**config.mk**
```make
export PLATFORM = sky130hd
export DESIGN_NAME = hazard_scoreboard_unit_flat
export DESIGN_NICKNAME = d
export VERILOG_FILES = /design/src/rtl/hazard_pkg.sv /design/src/rtl/hazard_scoreboard_unit_if.sv /design/src/rtl/hazard_scoreboard_unit_md_sequencer.sv /design/src/rtl/hazard_scoreboard_unit.sv /design/src/flat_wrapper.sv
export SDC_FILE = /design/constraint.sdc
export NUM_CORES = 1
export LEC_CHECK = 0
export ABC_AREA = 1
export BUFFER_PORTS_ARGS = -buffer_cell sky130_fd_sc_hd__buf_2
export CORE_MARGIN = 2
export CORE_UTILIZATION = 42
export DETAILED_ROUTE_END_ITERATION = 12
export GPL_TIMING_DRIVEN = 0
export PLACE_DENSITY = 0.89
export SYNTH_ARGS = -nofsm -noshare
export SYNTH_HDL_FRONTEND = slang
export SYNTH_HIERARCHICAL = 1
export SYNTH_SLANG_ARGS = --single-unit
```
**constraint.sdc**
```tcl
create_clock -name clk -period 2.1 [get_ports clk]
set_input_delay 0.105 -clock clk [delete_from_list [all_inputs] [get_ports clk]]
set_output_delay 0.105 -clock clk [all_outputs]
set_load 0.01 [all_outputs]
```
**src/rtl/hazard_pkg.sv**
```systemverilog
// Shared hazard-unit definitions: forward-select encodings and mul/div sequencer states.
// Latency: n/a (types and constants only).
// Backpressure: n/a.
package hazard_pkg;

    localparam logic [1:0] FWD_RF  = 2'b00;  // operand comes from the register file
    localparam logic [1:0] FWD_WB  = 2'b01;  // operand bypassed from the W stage
    localparam logic [1:0] FWD_MEM = 2'b10;  // operand bypassed from the M stage

    typedef enum logic {
        MD_IDLE = 1'b0,
        MD_BUSY = 1'b1
    } mdState_t;

endpackage

```
**src/rtl/hazard_scoreboard_unit_if.sv**
```systemverilog
// Pipeline <-> hazard unit bundle: stage register/control taps in, stall/flush/forward controls out.
// Latency: n/a (wires only).
// Backpressure: n/a; the hazard unit itself is the pipeline's backpressure source.
interface hazard_scoreboard_unit_if #(
    parameter int REG_AW = 5,
    parameter int CNT_W  = 32
);
    // D-stage operands
    logic [REG_AW-1:0] rs_d, rt_d;
    logic              rs_use_d, rt_use_d;
    logic              branch_d, jr_d;
    logic              pcsrc_d, jump_d;
    // E/M/W-stage taps
    logic [REG_AW-1:0] rs_e, rt_e;
    logic [REG_AW-1:0] wreg_e, wreg_m, wreg_w;
    logic              regwrite_e, regwrite_m, regwrite_w;
    logic              memtoreg_e, memtoreg_m;
    logic              md_start_e;
    // Controls back to the pipeline
    logic [1:0]        fwd_a_d, fwd_b_d, fwd_a_e, fwd_b_e;
    logic              stall_f, stall_d, stall_e;
    logic              flush_d, flush_e, flush_m;
    logic              md_busy;
    logic [CNT_W-1:0]  perf_stall_cnt, perf_flush_cnt, perf_md_cnt;

    // Pipeline side
    modport master (
        output rs_d, rt_d, rs_use_d, rt_use_d, branch_d, jr_d, pcsrc_d, jump_d,
               rs_e, rt_e, wreg_e, wreg_m, wreg_w,
               regwrite_e, regwrite_m, regwrite_w, memtoreg_e, memtoreg_m, md_start_e,
        input  fwd_a_d, fwd_b_d, fwd_a_e, fwd_b_e,
               stall_f, stall_d, stall_e, flush_d, flush_e, flush_m, md_busy,
               perf_stall_cnt, perf_flush_cnt, perf_md_cnt
    );

    // Hazard unit side
    modport slave (
        input  rs_d, rt_d, rs_use_d, rt_use_d, branch_d, jr_d, pcsrc_d, jump_d,
               rs_e, rt_e, wreg_e, wreg_m, wreg_w,
               regwrite_e, regwrite_m, regwrite_w, memtoreg_e, memtoreg_m, md_start_e,
        output fwd_a_d, fwd_b_d, fwd_a_e, fwd_b_e,
               stall_f, stall_d, stall_e, flush_d, flush_e, flush_m, md_busy,
               perf_stall_cnt, perf_flush_cnt, perf_md_cnt
    );

endinterface

```
**src/rtl/hazard_scoreboard_unit_md_sequencer.sv**
```systemverilog
// Mul/div EX-occupancy sequencer: holds the instruction in EX for MD_LAT cycles in total.
// Latency: md_hold is combinational off state/md_start_e; md_busy is a registered state decode.
// Backpressure: md_hold asserts on occupancy cycles 1..MD_LAT-1; md_start_e is ignored while BUSY.
module md_sequencer
    import hazard_pkg::*;
#(
    parameter int MD_LAT = 4
) (
    input  logic clk,
    input  logic rst,
    input  logic md_start_e,
    output logic md_hold,
    output logic md_busy
);

    localparam int            CW       = (MD_LAT > 1) ? $clog2(MD_LAT) : 1;
    localparam logic          HOLD_EN  = (MD_LAT > 1);
    // First cycle is spent in IDLE, so BUSY needs MD_LAT-2 further hold cycles after the load.
    localparam logic [CW-1:0] CNT_LOAD = (MD_LAT > 1) ? CW'(MD_LAT - 2) : '0;

    mdState_t        state;
    logic [CW-1:0]   cnt;

    // Hold request: a new mul/div in IDLE, or remaining count while BUSY.
    always_comb begin
        md_hold = 1'b0;
        if (state == MD_IDLE) begin
            md_hold = md_start_e & HOLD_EN;
        end else begin
            md_hold = (cnt != '0);
        end
    end

    // State and countdown; the EX instruction is the same one throughout BUSY.
    always_ff @(posedge clk) begin
        if (rst) begin
            state <= MD_IDLE;
            cnt   <= '0;
        end else begin
            case (state)
                MD_IDLE: begin
                    if (md_hold) begin
                        state <= MD_BUSY;
                        cnt   <= CNT_LOAD;
                    end
                end
                default: begin
                    if (cnt != '0) begin
                        cnt <= cnt - CW'(1);
                    end else begin
                        state <= MD_IDLE;
                    end
                end
            endcase
        end
    end

    assign md_busy = (state == MD_BUSY);

endmodule

```
**src/rtl/hazard_scoreboard_unit.sv**
```systemverilog
// Hazard unit for the 5-stage MIPS pipeline: forwarding, load-use/branch stalls, redirect flush, mul/div hold.
// Latency: all controls combinational from stage taps plus the registered mul/div sequencer state.
// Backpressure: mul/div hold freezes F/D/E and bubbles M; data hazards freeze F/D and bubble E.
// Build option: define HAZ_PERF_CNT_EN to include the saturating performance counters.
module hazard_scoreboard_unit
    import hazard_pkg::*;
#(
    parameter int REG_AW = 5,
    parameter int MD_LAT = 4,
    parameter int CNT_W  = 32
) (
    input  logic                     clk,
    input  logic                     rst,
    hazard_scoreboard_unit_if.slave  hz
);

    localparam logic [REG_AW-1:0] REG_ZERO = '0;
    localparam logic [CNT_W-1:0]  CNT_ZERO = '0;

    logic mdHold, mdBusy;
    logic depE, depM, luStall, brStall;
    logic stallF, stallD, stallE, flushD, flushE, flushM;

    // M-stage result is newer than W, so it wins; r0 never forwards.
    function automatic logic [1:0] fwdSel(
        input logic [REG_AW-1:0] src,
        input logic              rwM,
        input logic [REG_AW-1:0] wM,
        input logic              rwW,
        input logic [REG_AW-1:0] wW
    );
        if (rwM && (wM != REG_ZERO) && (wM == src)) begin
            return FWD_MEM;
        end else if (rwW && (wW != REG_ZERO) && (wW == src)) begin
            return FWD_WB;
        end
        return FWD_RF;
    endfunction

    md_sequencer #(.MD_LAT(MD_LAT)) u_mdSeq (
        .clk        (clk),
        .rst        (rst),
        .md_start_e (hz.md_start_e),
        .md_hold    (mdHold),
        .md_busy    (mdBusy)
    );

    // Forward selects for both D-stage (branch compare) and E-stage (ALU) operands.
    always_comb begin
        hz.fwd_a_e = fwdSel(hz.rs_e, hz.regwrite_m, hz.wreg_m, hz.regwrite_w, hz.wreg_w);
        hz.fwd_b_e = fwdSel(hz.rt_e, hz.regwrite_m, hz.wreg_m, hz.regwrite_w, hz.wreg_w);
        hz.fwd_a_d = fwdSel(hz.rs_d, hz.regwrite_m, hz.wreg_m, hz.regwrite_w, hz.wreg_w);
        hz.fwd_b_d = fwdSel(hz.rt_d, hz.regwrite_m, hz.wreg_m, hz.regwrite_w, hz.wreg_w);
    end

    // Data dependencies of the D-stage instruction on results not yet available.
    always_comb begin
        depE = (hz.wreg_e != REG_ZERO) &&
               ((hz.rs_use_d && (hz.wreg_e == hz.rs_d)) || (hz.rt_use_d && (hz.wreg_e == hz.rt_d)));
        depM = (hz.wreg_m != REG_ZERO) &&
               ((hz.rs_use_d && (hz.wreg_m == hz.rs_d)) || (hz.rt_use_d && (hz.wreg_m == hz.rt_d)));
        luStall = hz.memtoreg_e && hz.regwrite_e && depE;
        // Branch/jr compare in D, so an ALU result in E or a load in M is still too late.
        brStall = (hz.branch_d || hz.jr_d) && ((hz.regwrite_e && depE) || (hz.memtoreg_m && depM));
    end

    // Stall/flush priority: mul/div hold, then data stall, then redirect flush.
    always_comb begin
        stallF = 1'b0;
        stallD = 1'b0;
        stallE = 1'b0;
        flushD = 1'b0;
        flushE = 1'b0;
        flushM = 1'b0;
        if (mdHold) begin
            // Redirect in D is dropped here; it is seen again once EX releases.
            stallF = 1'b1;
            stallD = 1'b1;
            stallE = 1'b1;
            flushM = 1'b1;
        end else if (luStall || brStall) begin
            stallF = 1'b1;
            stallD = 1'b1;
            flushE = 1'b1;
        end else begin
            flushD = hz.pcsrc_d || hz.jump_d;
        end
    end

    assign hz.stall_f = stallF;
    assign hz.stall_d = stallD;
    assign hz.stall_e = stallE;
    assign hz.flush_d = flushD;
    assign hz.flush_e = flushE;
    assign hz.flush_m = flushM;
    assign hz.md_busy = mdBusy;

`ifdef HAZ_PERF_CNT_EN
    localparam logic [CNT_W-1:0] CNT_MAX = '1;
    logic [CNT_W-1:0] stallCnt, flushCnt, mdCnt;

    // Saturating event counters, one increment per cycle the event is active.
    always_ff @(posedge clk) begin
        if (rst) begin
            stallCnt <= CNT_ZERO;
            flushCnt <= CNT_ZERO;
            mdCnt    <= CNT_ZERO;
        end else begin
            if (stallF && (stallCnt != CNT_MAX)) stallCnt <= stallCnt + CNT_W'(1);
            if ((flushD || flushE) && (flushCnt != CNT_MAX)) flushCnt <= flushCnt + CNT_W'(1);
            if (mdHold && (mdCnt != CNT_MAX)) mdCnt <= mdCnt + CNT_W'(1);
        end
    end

    assign hz.perf_stall_cnt = stallCnt;
    assign hz.perf_flush_cnt = flushCnt;
    assign hz.perf_md_cnt    = mdCnt;
`else
    assign hz.perf_stall_cnt = CNT_ZERO;
    assign hz.perf_flush_cnt = CNT_ZERO;
    assign hz.perf_md_cnt    = CNT_ZERO;
`endif

endmodule
```
**src/flat_wrapper.sv**
```systemverilog
// flat-port wrapper written by rule: the top's interface ports become plain ports
module hazard_scoreboard_unit_flat import hazard_pkg::*;
#(
    parameter int REG_AW = 5,
    parameter int MD_LAT = 4,
    parameter int CNT_W  = 32
)
  (clk, rst, hz_rs_d, hz_rt_d, hz_rs_use_d, hz_rt_use_d, hz_branch_d, hz_jr_d, hz_pcsrc_d, hz_jump_d, hz_rs_e, hz_rt_e, hz_wreg_e, hz_wreg_m, hz_wreg_w, hz_regwrite_e, hz_regwrite_m, hz_regwrite_w, hz_memtoreg_e, hz_memtoreg_m, hz_md_start_e, hz_fwd_a_d, hz_fwd_b_d, hz_fwd_a_e, hz_fwd_b_e, hz_stall_f, hz_stall_d, hz_stall_e, hz_flush_d, hz_flush_e, hz_flush_m, hz_md_busy, hz_perf_stall_cnt, hz_perf_flush_cnt, hz_perf_md_cnt);
  hazard_scoreboard_unit_if #(.REG_AW(REG_AW), .CNT_W(CNT_W)) hz_i ();
  input  logic clk;
  input  logic rst;
  input wire logic [$bits(hz_i.rs_d)-1:0] hz_rs_d;
  input wire logic [$bits(hz_i.rt_d)-1:0] hz_rt_d;
  input wire logic [$bits(hz_i.rs_use_d)-1:0] hz_rs_use_d;
  input wire logic [$bits(hz_i.rt_use_d)-1:0] hz_rt_use_d;
  input wire logic [$bits(hz_i.branch_d)-1:0] hz_branch_d;
  input wire logic [$bits(hz_i.jr_d)-1:0] hz_jr_d;
  input wire logic [$bits(hz_i.pcsrc_d)-1:0] hz_pcsrc_d;
  input wire logic [$bits(hz_i.jump_d)-1:0] hz_jump_d;
  input wire logic [$bits(hz_i.rs_e)-1:0] hz_rs_e;
  input wire logic [$bits(hz_i.rt_e)-1:0] hz_rt_e;
  input wire logic [$bits(hz_i.wreg_e)-1:0] hz_wreg_e;
  input wire logic [$bits(hz_i.wreg_m)-1:0] hz_wreg_m;
  input wire logic [$bits(hz_i.wreg_w)-1:0] hz_wreg_w;
  input wire logic [$bits(hz_i.regwrite_e)-1:0] hz_regwrite_e;
  input wire logic [$bits(hz_i.regwrite_m)-1:0] hz_regwrite_m;
  input wire logic [$bits(hz_i.regwrite_w)-1:0] hz_regwrite_w;
  input wire logic [$bits(hz_i.memtoreg_e)-1:0] hz_memtoreg_e;
  input wire logic [$bits(hz_i.memtoreg_m)-1:0] hz_memtoreg_m;
  input wire logic [$bits(hz_i.md_start_e)-1:0] hz_md_start_e;
  output wire logic [$bits(hz_i.fwd_a_d)-1:0] hz_fwd_a_d;
  output wire logic [$bits(hz_i.fwd_b_d)-1:0] hz_fwd_b_d;
  output wire logic [$bits(hz_i.fwd_a_e)-1:0] hz_fwd_a_e;
  output wire logic [$bits(hz_i.fwd_b_e)-1:0] hz_fwd_b_e;
  output wire logic [$bits(hz_i.stall_f)-1:0] hz_stall_f;
  output wire logic [$bits(hz_i.stall_d)-1:0] hz_stall_d;
  output wire logic [$bits(hz_i.stall_e)-1:0] hz_stall_e;
  output wire logic [$bits(hz_i.flush_d)-1:0] hz_flush_d;
  output wire logic [$bits(hz_i.flush_e)-1:0] hz_flush_e;
  output wire logic [$bits(hz_i.flush_m)-1:0] hz_flush_m;
  output wire logic [$bits(hz_i.md_busy)-1:0] hz_md_busy;
  output wire logic [$bits(hz_i.perf_stall_cnt)-1:0] hz_perf_stall_cnt;
  output wire logic [$bits(hz_i.perf_flush_cnt)-1:0] hz_perf_flush_cnt;
  output wire logic [$bits(hz_i.perf_md_cnt)-1:0] hz_perf_md_cnt;
  assign hz_i.rs_d = hz_rs_d;
  assign hz_i.rt_d = hz_rt_d;
  assign hz_i.rs_use_d = hz_rs_use_d;
  assign hz_i.rt_use_d = hz_rt_use_d;
  assign hz_i.branch_d = hz_branch_d;
  assign hz_i.jr_d = hz_jr_d;
  assign hz_i.pcsrc_d = hz_pcsrc_d;
  assign hz_i.jump_d = hz_jump_d;
  assign hz_i.rs_e = hz_rs_e;
  assign hz_i.rt_e = hz_rt_e;
  assign hz_i.wreg_e = hz_wreg_e;
  assign hz_i.wreg_m = hz_wreg_m;
  assign hz_i.wreg_w = hz_wreg_w;
  assign hz_i.regwrite_e = hz_regwrite_e;
  assign hz_i.regwrite_m = hz_regwrite_m;
  assign hz_i.regwrite_w = hz_regwrite_w;
  assign hz_i.memtoreg_e = hz_memtoreg_e;
  assign hz_i.memtoreg_m = hz_memtoreg_m;
  assign hz_i.md_start_e = hz_md_start_e;
  assign hz_fwd_a_d = hz_i.fwd_a_d;
  assign hz_fwd_b_d = hz_i.fwd_b_d;
  assign hz_fwd_a_e = hz_i.fwd_a_e;
  assign hz_fwd_b_e = hz_i.fwd_b_e;
  assign hz_stall_f = hz_i.stall_f;
  assign hz_stall_d = hz_i.stall_d;
  assign hz_stall_e = hz_i.stall_e;
  assign hz_flush_d = hz_i.flush_d;
  assign hz_flush_e = hz_i.flush_e;
  assign hz_flush_m = hz_i.flush_m;
  assign hz_md_busy = hz_i.md_busy;
  assign hz_perf_stall_cnt = hz_i.perf_stall_cnt;
  assign hz_perf_flush_cnt = hz_i.perf_flush_cnt;
  assign hz_perf_md_cnt = hz_i.perf_md_cnt;
  hazard_scoreboard_unit #(.REG_AW(REG_AW), .MD_LAT(MD_LAT), .CNT_W(CNT_W)) u_core (.clk(clk), .rst(rst), .hz(hz_i));
endmodule
```
# After elaboration in Yosys (flattened, before gate mapping)
# Cells that the tools add are included.
# classes
add_sub_neg	1
n_eq_ne	11
mux	32
n_reduce_logical	33
# op_table
cell	n
$eq 5x5->1	10
$mux 2	15
$logic_and 1x1->1	21
$mux 1	17
$reduce_bool 5->1	3
$logic_or 1x1->1	6
$reduce_bool 2->1	2
$ne 2x1->1 const B	1
$reduce_and 2->1	1
$sub 2x1->2 const B	1
# totals
register_bits	3
in_bits	49
output_inout_bits	111
wordCells	79

# Logic depth before layout (Yosys ltp)
# depth
depth_word	10
depth_mapped	10

# Cells and area by module
# Netlist, hierarchy kept.
# by_module_without_submodules
module	instances	cells_each	area_per_inst_um2	seq_area_each_um2
hazard_scoreboard_unit	1	249	1605.3	0.0
md_sequencer	1	21	161.4	60.1

# Worst setup path before layout
# No wires, ideal clock.
# synth_timing
path_type	reg2out
startpoint	reg u_core.u_mdSeq.cnt[0]
endpoint	out hz_stall_f
arrival_time_ns	1.089
t_required_ns	1.995
setup_slack_ns	0.906
stages_incl_launch_ff	9
n_path_buf	1
path_cell_list	dfxtp_1 > inv_1 > ha_1 > inv_1 > nand2_2 > nand2_2 > inv_1 > nand3_2 > buf_4
# synth_via
elab_chain_cells	3
# synth_rtl
item	line	rtl
start, declared	hazard_scoreboard_unit_md_sequencer.sv:22	logic [CW-1:0] cnt;
start signal, assigned	hazard_scoreboard_unit_md_sequencer.sv:49	cnt <= cnt - CW'(1);
$reduce_bool 2->1	hazard_scoreboard_unit_md_sequencer.sv:30	md_hold = (cnt != '0);
$mux 1	hazard_scoreboard_unit_md_sequencer.sv:27	if (state == MD_IDLE) begin
$mux 1	-	
end, declared	flat_wrapper.sv:35	output wire logic [$bits(hz_i.stall_f)-1:0] hz_stall_f;
# Every way passes these cells.

# Worst setup path after layout
# layout_timing
startpoint	reg u_core.u_mdSeq.cnt[0]
endpoint	out hz_stall_f
# layout_via
elab_chain_cells	3
# layout_rtl
item	line	rtl
$reduce_bool 2->1	hazard_scoreboard_unit_md_sequencer.sv:30	
$mux 1	hazard_scoreboard_unit_md_sequencer.sv:27	
$mux 1	hazard_scoreboard_unit.sv:75	if (mdHold) begin
# Every way passes these cells.

==> impl_metrics.py <==
metrics = {
    "placement": {
        "gp_congestion": 0.8868,
        "dpl.hpwl_mm": 3.863,
        "port_buffers": 56,
        "placed_area_um2": 2466,
    },
    "timing": {
        "final.setup_skew_ns": 0.0002534,
        "fin_crit_sh_pct": 72.14,
        "hold-worst-slack_ns": 0.06645,
        "setup_tns_ns": 0,
        "rsz0062_at_grt": "no",
        "finalHoldViolCount": 0,
        "post-route-min-period_ns": 1.515,
        "slew_violations": 0,
        "timing.fmax_ghz": 0.6601,
        "setup_viol": 0,
    },
    "critical_path": {
        "start_kind": "flop",
        "arrival_ns": 1.41,
        "r2r-end": "u_core/u_mdSeq/cnt[0]",
        "rrSetupSlack_ns": 1.09,
        "critPathKind": "flop to output port",
        "cp_slowest_stage_delay_ns": 0.29,
        "required_ns": 2.00,
        "cp_cell_sequence": "inv_1 > ha_1 > inv_1 > nand2_2 > nand2_2 > inv_1 > nand3_2 > buf_4 > buf_2",
        "crit_slowest_cell": "dfxtp_1",
        "r2r-start": "u_core/u_mdSeq/cnt[0]",
        "critPathMostFrequentCell": "inv_1",
        "crit_path_end_kind": "output port",
        "cp_max_fo": 5,
        "rr_worst_depth": 6,
    },
    "clock_network": {
        "cts_root_buf": "clkbuf_8",
        "post_cts_buffers": 0,
        "hold_buffers": 0,
        "htreeDepth": 1,
        "clockBufferDepth": 2,
        "path_clk_slew_ns": 0.03,
        "cts_resized": 0,
        "clkSinkCount": 3,
        "cts_tree": "done",
        "cts_buffers": 3,
        "clock_latency_ns": 0.21,
    },
    "global_route": {
        "antenna_found_initial": 0,
        "grt_pass1_vias": 1288,
        "grt_first_pass_wirelength_mm": 5.775,
        "track_usage_pct": 15.82,
        "grt_start_max_net_pins": 7,
        "gr-total-overflow": 0,
    },
    "yosys": {
        "avgSynthCellArea_um2": 6.543,
        "synth_area_leaders": "buf_4 (42%), xor2_1 (9.9%), xnor2_1 (7.9%), nand2_1 (6.6%), inv_1 (4.0%)",
        "yosysTopAreaCellShare_pct": 41.64,
        "synth_cells": 270,
        "synth_seq_cells": 3,
        "yosysUniqueCellTypes": 27,
        "yosysTopAreaCell": "buf_4",
        "ys_seq_area_share_pct": 3.399,
        "yosysWarnings": 6,
        "syn_area_um2": 1767,
    },
    "routing": {
        "antenna_left": 0,
        "firstDrtPassIters": 4,
        "routed_wl_mm": 4.232,
        "routedWlPerCell_um": 8.909,
        "viasPerCell": 3.724,
        "drc": 0,
        "drt-initial-drc-count": 58,
        "dr_total_vias": 1769,
    },
    "floorplan": {
        "fp.coreArea_um2": 4029,
        "die_w_um": 68.86,
        "num_rows": 23,
        "io_pins": 160,
        "initial_core_util_pct": 43.85,
        "dieHeight_um": 68.86,
        "die_area_um2": 4741,
    },
    "power_and_ir_drop": {
        "peakVddDrop_uv": 109.6,
        "leakagePower_nw": 1.612,
        "cellPowerDensity_nw_per_um2": 293.3,
    },
    "layout": {
        "fillers": 379,
        "final_util_pct": 62.33,
        "final_nets": 476,
        "final_cell_mix": "buf_4 (98), conb_1 (96), buf_2 (61)",
        "drive_gt1_share_pct": 43.53,
        "n_antenna_cell": 0,
        "design_area_um2": 2511,
        "area_growth_pct": 42.14,
        "final_common_cell": "buf_4",
    },
    "hold_path": {
        "holdPathEnd": "u_core/u_mdSeq/md_busy",
        "min_from": "rst",
        "whs_path_depth": 2,
        "hp-class": "primary input to flop",
    },
    "job": {
        "drv_cap": 0,
    },
    "outcome": {
        "outcome": "completed",
    },
}
[per-layer routing]
| metal | track usage (%) | up-vias | wire length, um |
|---|---|---|---|
| met5 | 0 | - | 0 |
| met4 | 3.922 | 0 | 27 |
| met3 | 0.4870 | 2 | 395 |
| met2 | 29.45 | 81 | 2264 |
| met1 | 19.94 | 742 | 1545 |
| li1 | - | 944 | - |
[synthesized netlist by cell type (all sizes together)]
cell type and instances:
nand2 38, a31oi 1, nor2 22, o21ai 9, dfxtp 3, inv 23
xor2 20, ha 1, clkinv 1, conb 1, a21oi 3, nor3 8
nand3 12, nand4 5, xnor2 16, nor4 2, buf 105
[sequential cells by signal, indices dropped and copies added (netlist names)]
name,count
u_core/u_mdSeq/md_busy,1
u_core/u_mdSeq/cnt,2
[cell families (layout without fill, tap and decap cells)]
kind of cell / Yosys count / in the layout / synth area share (%)
xor+xnor: 36 / 36 / 17.85
fa+ha+maj: 1 / 1 / 0.7081
flops: 3 / 3 / 3.400
other cells: 1 / 96 / 0.2123
compound gates: 13 / 13 / 3.966
simple gates: 87 / 87 / 24.43
buf+inv: 129 / 189 / 49.43
[critical path: cells and delay by family, from the launching register on]
kind	cells	cell delay [ns]
buffers and inverters	5	0.47
and+or+nand+nor	3	0.30
DFF	1	0.29
adders and majority gates	1	0.15
[area by class of cell]
cell class                      count  area [um^2]  share of cell area [%]
Multi-Input combinational cell    233         1190                   47.38
Buffer                            105        783.3                   31.19
Timing Repair Buffer               56        280.3                   11.16
Inverter                           24        90.09                   3.587
Tap cell                           50        62.56                   2.491
Sequential cell                     3        60.06                   2.392
Clock buffer                        4        45.04                   1.794
[worst max-delay path by stage]
stage,slack [ns],cells past startpoint,start,to
final,0.59,9,u_core/u_mdSeq/cnt[0],hz_stall_f
after global routing,0.48,9,u_core/u_mdSeq/cnt[0],hz_stall_f
after detailed placement,0.80,9,u_core/u_mdSeq/cnt[0],hz_stall_f
after floorplan,0.91,8,u_core/u_mdSeq/cnt[0],hz_stall_f
after CTS,0.57,9,u_core/u_mdSeq/cnt[0],hz_stall_f
after global placement,0.83,9,u_core/u_mdSeq/cnt[0],hz_stall_f
[through the flow]
stage                     total power [mW]  std cells  worst slack, ns
after CTS                           0.7289        475           0.5695
after floorplan                     0.4526        365           0.9056
final                               0.7365        475           0.5850
after global routing                0.8022        475           0.4791
after global placement              0.5529        471           0.8307
after detailed placement            0.5577        471           0.8017
[where the power goes]
part | switching [mW] | total, mW | internal, mW
combinational | 0.261 | 0.503 | 0.241
sequential | 0.00305 | 0.0672 | 0.0642
clock | 0.0373 | 0.167 | 0.129
total | 0.302 | 0.737 | 0.435
(Power assumes the default switching activity.)
